$ cat src/rtl/data_bus_arbiter_if.sv
// Bundles the two requester ports and the data-RAM port of the data bus arbiter.
// slave modport is the arbiter's view; master modport is the system/bench view.
// Widths are taken from the instance parameters and must match the arbiter's.
interface data_bus_arbiter_if #(
  parameter int DATA_W = 8,
  parameter int ADDR_W = 8
);
  // Port 0: micro register-file data path
  logic              i_Req0;
  logic              i_We0;
  logic [ADDR_W-1:0] i_Addr0;
  logic [DATA_W-1:0] i_Wdata0;
  logic              o_Gnt0;
  logic              o_Ack0;
  // Port 1: loader / debug master
  logic              i_Req1;
  logic              i_We1;
  logic [ADDR_W-1:0] i_Addr1;
  logic [DATA_W-1:0] i_Wdata1;
  logic              o_Gnt1;
  logic              o_Ack1;
  // Shared read data and memory side
  logic [DATA_W-1:0] o_Rdata;
  logic              o_Mem_En;
  logic              o_Mem_We;
  logic [ADDR_W-1:0] o_Mem_Addr;
  logic [DATA_W-1:0] o_Mem_Wdata;
  logic [DATA_W-1:0] i_Mem_Rdata;
  logic              o_Busy;

  modport slave (
    input  i_Req0, i_We0, i_Addr0, i_Wdata0,
    input  i_Req1, i_We1, i_Addr1, i_Wdata1,
    input  i_Mem_Rdata,
    output o_Gnt0, o_Ack0, o_Gnt1, o_Ack1, o_Rdata,
    output o_Mem_En, o_Mem_We, o_Mem_Addr, o_Mem_Wdata, o_Busy
  );

  modport master (
    output i_Req0, i_We0, i_Addr0, i_Wdata0,
    output i_Req1, i_We1, i_Addr1, i_Wdata1,
    output i_Mem_Rdata,
    input  o_Gnt0, o_Ack0, o_Gnt1, o_Ack1, o_Rdata,
    input  o_Mem_En, o_Mem_We, o_Mem_Addr, o_Mem_Wdata, o_Busy
  );
endinterface

$ cat src/rtl/data_bus_arbiter.sv
// Two-port round-robin arbiter in front of a synchronous data RAM, with a burst limit per tenure.
// Grant 1 cycle after request from IDLE; ack (with read data) 1 cycle after each transfer.
// A requester waits (request held) until it owns the bus; a lone owner is never pre-empted.
module data_bus_arbiter #(
  parameter int DATA_W    = 8,
  parameter int ADDR_W    = 8,
  parameter int MAX_BURST = 4
) (
  input logic               i_Clk,
  input logic               i_Rst,
  data_bus_arbiter_if.slave bus
);

  typedef enum logic [1:0] {
    IDLE = 2'd0,
    OWN0 = 2'd1,
    OWN1 = 2'd2
  } state_t;

  localparam logic [3:0] MAX_B = 4'(MAX_BURST);

  state_t     state_q;
  logic [3:0] cnt_q;
  logic [3:0] cnt_d;
  logic       rr_last_q;   // port most recently granted; the other one wins a tie
  logic       ack0_q;
  logic       ack1_q;
  logic       xfer0;
  logic       xfer1;
  logic       burst_done;

  // A transfer happens whenever the owner keeps its request up
  assign xfer0 = (state_q == OWN0) && bus.i_Req0;
  assign xfer1 = (state_q == OWN1) && bus.i_Req1;

  // Transfers in the current tenure including this cycle, saturating at the burst limit
  always_comb begin
    cnt_d = cnt_q;
    if ((xfer0 || xfer1) && (cnt_q < MAX_B)) begin
      cnt_d = cnt_q + 4'd1;
    end
  end

  assign burst_done = (cnt_d >= MAX_B);

  // Memory port follows the owner combinationally; idle cycles drive all zeros
  always_comb begin
    bus.o_Mem_En    = 1'b0;
    bus.o_Mem_We    = 1'b0;
    bus.o_Mem_Addr  = '0;
    bus.o_Mem_Wdata = '0;
    if (xfer0) begin
      bus.o_Mem_En    = 1'b1;
      bus.o_Mem_We    = bus.i_We0;
      bus.o_Mem_Addr  = bus.i_Addr0;
      bus.o_Mem_Wdata = bus.i_Wdata0;
    end else if (xfer1) begin
      bus.o_Mem_En    = 1'b1;
      bus.o_Mem_We    = bus.i_We1;
      bus.o_Mem_Addr  = bus.i_Addr1;
      bus.o_Mem_Wdata = bus.i_Wdata1;
    end
  end

  assign bus.o_Gnt0  = (state_q == OWN0);
  assign bus.o_Gnt1  = (state_q == OWN1);
  assign bus.o_Busy  = (state_q != IDLE);
  assign bus.o_Ack0  = ack0_q;
  assign bus.o_Ack1  = ack1_q;
  // RAM output is only meaningful in the cycle after an access, so gate it by the acks
  assign bus.o_Rdata = (ack0_q || ack1_q) ? bus.i_Mem_Rdata : '0;

  // Ownership FSM plus the ack pipeline; acks follow transfers even across an ownership change
  always_ff @(posedge i_Clk or posedge i_Rst) begin
    if (i_Rst) begin
      state_q   <= IDLE;
      cnt_q     <= '0;
      rr_last_q <= 1'b1;
      ack0_q    <= 1'b0;
      ack1_q    <= 1'b0;
    end else begin
      ack0_q <= xfer0;
      ack1_q <= xfer1;
      case (state_q)
        IDLE: begin
          cnt_q <= '0;
          if (bus.i_Req0 && bus.i_Req1) begin
            if (rr_last_q) begin
              state_q   <= OWN0;
              rr_last_q <= 1'b0;
            end else begin
              state_q   <= OWN1;
              rr_last_q <= 1'b1;
            end
          end else if (bus.i_Req0) begin
            state_q   <= OWN0;
            rr_last_q <= 1'b0;
          end else if (bus.i_Req1) begin
            state_q   <= OWN1;
            rr_last_q <= 1'b1;
          end
        end
        OWN0: begin
          if (bus.i_Req1 && (!bus.i_Req0 || burst_done)) begin
            state_q   <= OWN1;
            rr_last_q <= 1'b1;
            cnt_q     <= '0;
          end else if (!bus.i_Req0 && !bus.i_Req1) begin
            state_q <= IDLE;
            cnt_q   <= '0;
          end else begin
            cnt_q <= cnt_d;
          end
        end
        OWN1: begin
          if (bus.i_Req0 && (!bus.i_Req1 || burst_done)) begin
            state_q   <= OWN0;
            rr_last_q <= 1'b0;
            cnt_q     <= '0;
          end else if (!bus.i_Req0 && !bus.i_Req1) begin
            state_q <= IDLE;
            cnt_q   <= '0;
          end else begin
            cnt_q <= cnt_d;
          end
        end
        default: begin
          state_q <= IDLE;
          cnt_q   <= '0;
        end
      endcase
    end
  end

endmodule
$ cat src/flat_wrapper.sv
// flat-port wrapper written by rule: the top's interface ports become plain ports
module data_bus_arbiter_flat 
#(
  parameter int DATA_W    = 8,
  parameter int ADDR_W    = 8,
  parameter int MAX_BURST = 4
)
  (i_Clk, i_Rst, bus_i_Req0, bus_i_We0, bus_i_Addr0, bus_i_Wdata0, bus_i_Req1, bus_i_We1, bus_i_Addr1, bus_i_Wdata1, bus_i_Mem_Rdata, bus_o_Gnt0, bus_o_Ack0, bus_o_Gnt1, bus_o_Ack1, bus_o_Rdata, bus_o_Mem_En, bus_o_Mem_We, bus_o_Mem_Addr, bus_o_Mem_Wdata, bus_o_Busy);
  data_bus_arbiter_if #(.DATA_W(DATA_W), .ADDR_W(ADDR_W)) bus_i ();
  input logic i_Clk;
  input logic i_Rst;
  input wire logic [$bits(bus_i.i_Req0)-1:0] bus_i_Req0;
  input wire logic [$bits(bus_i.i_We0)-1:0] bus_i_We0;
  input wire logic [$bits(bus_i.i_Addr0)-1:0] bus_i_Addr0;
  input wire logic [$bits(bus_i.i_Wdata0)-1:0] bus_i_Wdata0;
  input wire logic [$bits(bus_i.i_Req1)-1:0] bus_i_Req1;
  input wire logic [$bits(bus_i.i_We1)-1:0] bus_i_We1;
  input wire logic [$bits(bus_i.i_Addr1)-1:0] bus_i_Addr1;
  input wire logic [$bits(bus_i.i_Wdata1)-1:0] bus_i_Wdata1;
  input wire logic [$bits(bus_i.i_Mem_Rdata)-1:0] bus_i_Mem_Rdata;
  output wire logic [$bits(bus_i.o_Gnt0)-1:0] bus_o_Gnt0;
  output wire logic [$bits(bus_i.o_Ack0)-1:0] bus_o_Ack0;
  output wire logic [$bits(bus_i.o_Gnt1)-1:0] bus_o_Gnt1;
  output wire logic [$bits(bus_i.o_Ack1)-1:0] bus_o_Ack1;
  output wire logic [$bits(bus_i.o_Rdata)-1:0] bus_o_Rdata;
  output wire logic [$bits(bus_i.o_Mem_En)-1:0] bus_o_Mem_En;
  output wire logic [$bits(bus_i.o_Mem_We)-1:0] bus_o_Mem_We;
  output wire logic [$bits(bus_i.o_Mem_Addr)-1:0] bus_o_Mem_Addr;
  output wire logic [$bits(bus_i.o_Mem_Wdata)-1:0] bus_o_Mem_Wdata;
  output wire logic [$bits(bus_i.o_Busy)-1:0] bus_o_Busy;
  assign bus_i.i_Req0 = bus_i_Req0;
  assign bus_i.i_We0 = bus_i_We0;
  assign bus_i.i_Addr0 = bus_i_Addr0;
  assign bus_i.i_Wdata0 = bus_i_Wdata0;
  assign bus_i.i_Req1 = bus_i_Req1;
  assign bus_i.i_We1 = bus_i_We1;
  assign bus_i.i_Addr1 = bus_i_Addr1;
  assign bus_i.i_Wdata1 = bus_i_Wdata1;
  assign bus_i.i_Mem_Rdata = bus_i_Mem_Rdata;
  assign bus_o_Gnt0 = bus_i.o_Gnt0;
  assign bus_o_Ack0 = bus_i.o_Ack0;
  assign bus_o_Gnt1 = bus_i.o_Gnt1;
  assign bus_o_Ack1 = bus_i.o_Ack1;
  assign bus_o_Rdata = bus_i.o_Rdata;
  assign bus_o_Mem_En = bus_i.o_Mem_En;
  assign bus_o_Mem_We = bus_i.o_Mem_We;
  assign bus_o_Mem_Addr = bus_i.o_Mem_Addr;
  assign bus_o_Mem_Wdata = bus_i.o_Mem_Wdata;
  assign bus_o_Busy = bus_i.o_Busy;
  data_bus_arbiter #(.DATA_W(DATA_W), .ADDR_W(ADDR_W), .MAX_BURST(MAX_BURST)) u_core (.i_Clk(i_Clk), .i_Rst(i_Rst), .bus(bus_i));
endmodule
$ cat config.mk
export PLATFORM = sky130hd
export DESIGN_NAME = data_bus_arbiter_flat
export DESIGN_NICKNAME = d
export VERILOG_FILES = /design/src/rtl/data_bus_arbiter_if.sv /design/src/rtl/data_bus_arbiter.sv /design/src/flat_wrapper.sv
export SDC_FILE = /design/constraint.sdc
export NUM_CORES = 1
export LEC_CHECK = 0
export ABC_AREA = 0
export CAP_MARGIN = 20
export CORE_MARGIN = 8
export CORE_UTILIZATION = 32
export DETAILED_ROUTE_END_ITERATION = 8
export PLACE_DENSITY = 0.93
export SYNTH_ARGS = -nofsm -noshare
export SYNTH_HDL_FRONTEND = slang
export SYNTH_SLANG_ARGS = --single-unit
$ cat constraint.sdc
create_clock -name i_Clk -period 3.7 [get_ports i_Clk]
set_input_delay 0.74 -clock i_Clk [delete_from_list [all_inputs] [get_ports i_Clk]]
set_output_delay 0.74 -clock i_Clk [all_outputs]
set_load 0.1 [all_outputs]
==> results by group <==
Status
  • Status: finished, final reports clean

Power and ir drop
  • Cell Pwr Density: 863 nW/um2
  • VDD IR max: 0.000746 V
  • Int Pwr: 560 uW
  • Reg power frac: 9.7%
  • Clk pwr share: 5.1%
  • Sw frac: 63.2%
  • Switch Pwr: 961 uW
  • Lkg Pwr: 0.779 nW
  • Comb pwr share: 85.2%

Synth
  • Number of flops mapped to enable cells by yosys: 0
  • Most frequent cell after synthesis: a22o_1
  • Cell area after synthesis: 798 um2
  • Synth Flop Type: dfrtp_1
  • Syn avg cell area: 8.97 um2
  • Cells after synthesis: 89
  • Commonest cells post-synth: 17 x a22o_1, 10 x inv_1, 9 x nor2b_1
  • Distinct cells, synth: 29
  • Largest area contributor in the netlist: dfrtp_1
  • Yosys warnings: 0
  • Async set-reset flop share out of synthesis: 100%
  • Syn Nets: 140
  • Synth area leaders: dfrtp_1 25%, a22o_1 19%, ha_1 7.8%
  • Seq/Total Area, Yosys: 28.4%
  • Synthesized flop and latch total: 9
  • Synth top area share: 25.1%

Clocking
  • Sink Count: 9
  • Cts hold-fix bufs: 0
  • CTS H-tree lvls: 1
  • Worst-path clk slew: 60 ps
  • CTS max path bufs: 2
  • Total CTS buffers: 3
  • Setup Fix Bufs, Post-CTS: 0
  • Post-CTS Resized: 0
  • Clock Latency Late Sink: 260 ps
  • Clk root buf: clkbuf_4
  • CTS tree: done

Die
  • Site row count: 18
  • Die ar.: 4350 um2
  • Core area: 2410 um2
  • Die height: 65.9 um
  • IO Count: 77
  • Chip width: 65.9 um
  • Starting density of the core: 33.1%

Placed design
  • Detail Placement HPWL: 3.30 mm
  • Port buffer count: 76
  • Gpl congestion: 0.892

Critical path
  • CP max FO: 19
  • Crit. End Element: primary output
  • Critical path data arrival time: 2560 ps
  • Worst EP required: 2960 ps
  • Worst setup SP type: primary input
  • Crit Path Category: in -> out
  • Worst r2r dst: u_core.cnt_q[1]$_DFF_PP0_
  • Slack of the worst reg-to-reg path: 1960 ps
  • R2R cell count: 6
  • Critical R2R Launch: u_core.state_q[0]$_DFFE_PP0P_

STA
  • Setup TNS: 0 ps
  • Final Cycle Share: 89.3%
  • Relative slew slack: 33.4%
  • RSZ-0062 raised after global routing: no
  • Final Slew Violations: 0
  • Fmax achieved: 0.303 GHz
  • Worst Tran Pin Value: 996 ps
  • Minimum clock period: 3300 ps
  • Final hold violation count: 0
  • WHS: 485 ps
  • Clk_skew: 0.559 ps
  • Final setup vio count: 0

Route
  • Vias per cell: 5.31
  • Avg WL per Cell: 18.8 um
  • Residual DRC: 0
  • First-pass DRT Iterations: 4
  • ANT nets after route: 0
  • Vias: 1,051
  • Initial drt markers: 65
  • Wirelength, routed: 3.73 mm

Global route
  • Total gr overflow: 0
  • Initial antenna violation count: 0
  • First-pass GRT wire length: 5.66 mm
  • GRT Util Overall: 16.9%
  • Pin count of the biggest net entering global routing: 20
  • Vias in the first global route: 1,177

Layout
  • Area delta synth->final: 121%
  • Fraction of layout instances using a drive strength above 1: 25.6%
  • ANT cells: 0
  • Final Net Count: 220

Hold path
  • Hold path startpoint: u_core.rr_last_q$_DFFE_PP1P_
  • Worst min-delay path class: reg -> reg
  • Worst Hold End: u_core.rr_last_q$_DFFE_PP1P_
  • Hold-critical path depth: 2

Job
  • Max_cap viols: 0
-- worst max-delay path by stage --
stage	end	cells after the start	slack, ps	from
floorplan	bus_o_Mem_Addr[4]	6	130	u_core.state_q[0]$_DFFE_PP0P_
CTS	bus_o_Mem_Addr[5]	7	410	bus_i_Req0
detailed placement	bus_o_Mem_Addr[5]	7	410	bus_i_Req0
global placement	bus_o_Mem_Addr[6]	7	530	bus_i_Req0
finish	bus_o_Mem_Addr[5]	7	400	bus_i_Req0
global route	bus_o_Mem_Wdata[0]	7	290	bus_i_Req0
-- layout make-up --
type                       count  area (um2)
clock buffer                   4        26.3
fill                         157         647
inverter                      11        41.3
multi-input combinational     66         515
sequential                     9         226
tap                           30        37.5
timing repair buffer          78         916
-- state kept, by name (all words and copies together) (netlist names) --
name and flops:
u_core.state_q 2, u_core.cnt_q 4, u_core.bus.o_Ack1 1, u_core.bus.o_Ack0 1
u_core.rr_last_q 1
-- through the flow --
stage / instance area [um2] / total power, mW / instances / util (%) / setup slack (ps)
finish: 1760 / 1.52 / 198 / 73.2 / 395
detailed placement: 1740 / 1.45 / 194 / 72.1 / 411
global route: 1760 / 1.58 / 198 / 73.2 / 291
floorplan: 798 / 1.05 / 89 / - / 129
CTS: 1760 / 1.53 / 198 / 73.2 / 411
global placement: 1740 / 1.43 / 194 / 72.1 / 531
-- cells by family after synthesis --
logic type	Yosys count	share of synthesized area, %
AO/OA/AOI/OAI	34	34.8
XOR/XNOR	1	1.10
adder cells (fa/ha/maj)	5	7.84
buffers and inverters	14	7.05
flip-flops	9	28.4
multiplexers	3	3.76
AND/OR/NAND/NOR	23	17.1
-- power by group through the flow --
stage               combinational, mW  sequential, mW  clock (mW)
floorplan                       0.873           0.180           0
CTS                              1.30           0.147      0.0794
detailed placement               1.30           0.148           0
global placement                 1.28           0.148           0
finish                           1.30           0.147      0.0776
global route                     1.34           0.149      0.0854
-- routing by layer --
metal | track usage [%] | vias up | routed length, um
met2 | 28.3 | 68 | 1870
met4 | 6.40 | 0 | 43
met5 | 0 | - | 0
met1 | 15.4 | 492 | 1240
met3 | 12.5 | 4 | 579
li1 | - | 487 | -
-- worst max-delay path, cell delays in order --
cell and delay [ps]:
clkdlybuf4s50_1 520, nand2_2 180, inv_2 160, nor2_2 330, buf_4 230, a22o_1 210
buf_12 190
-- placed cells by master, fill, tap and decap left out, types with 4 or more instances in the layout --
master            n
ha_1              5
nor2b_1           9
buf_12           17
dfrtp_1           8
a21oi_1           4
nor2_1            5
buf_4            14
inv_1            10
a22o_1           17
clkdlybuf4s50_1  47
(Power assumes the default switching activity.)
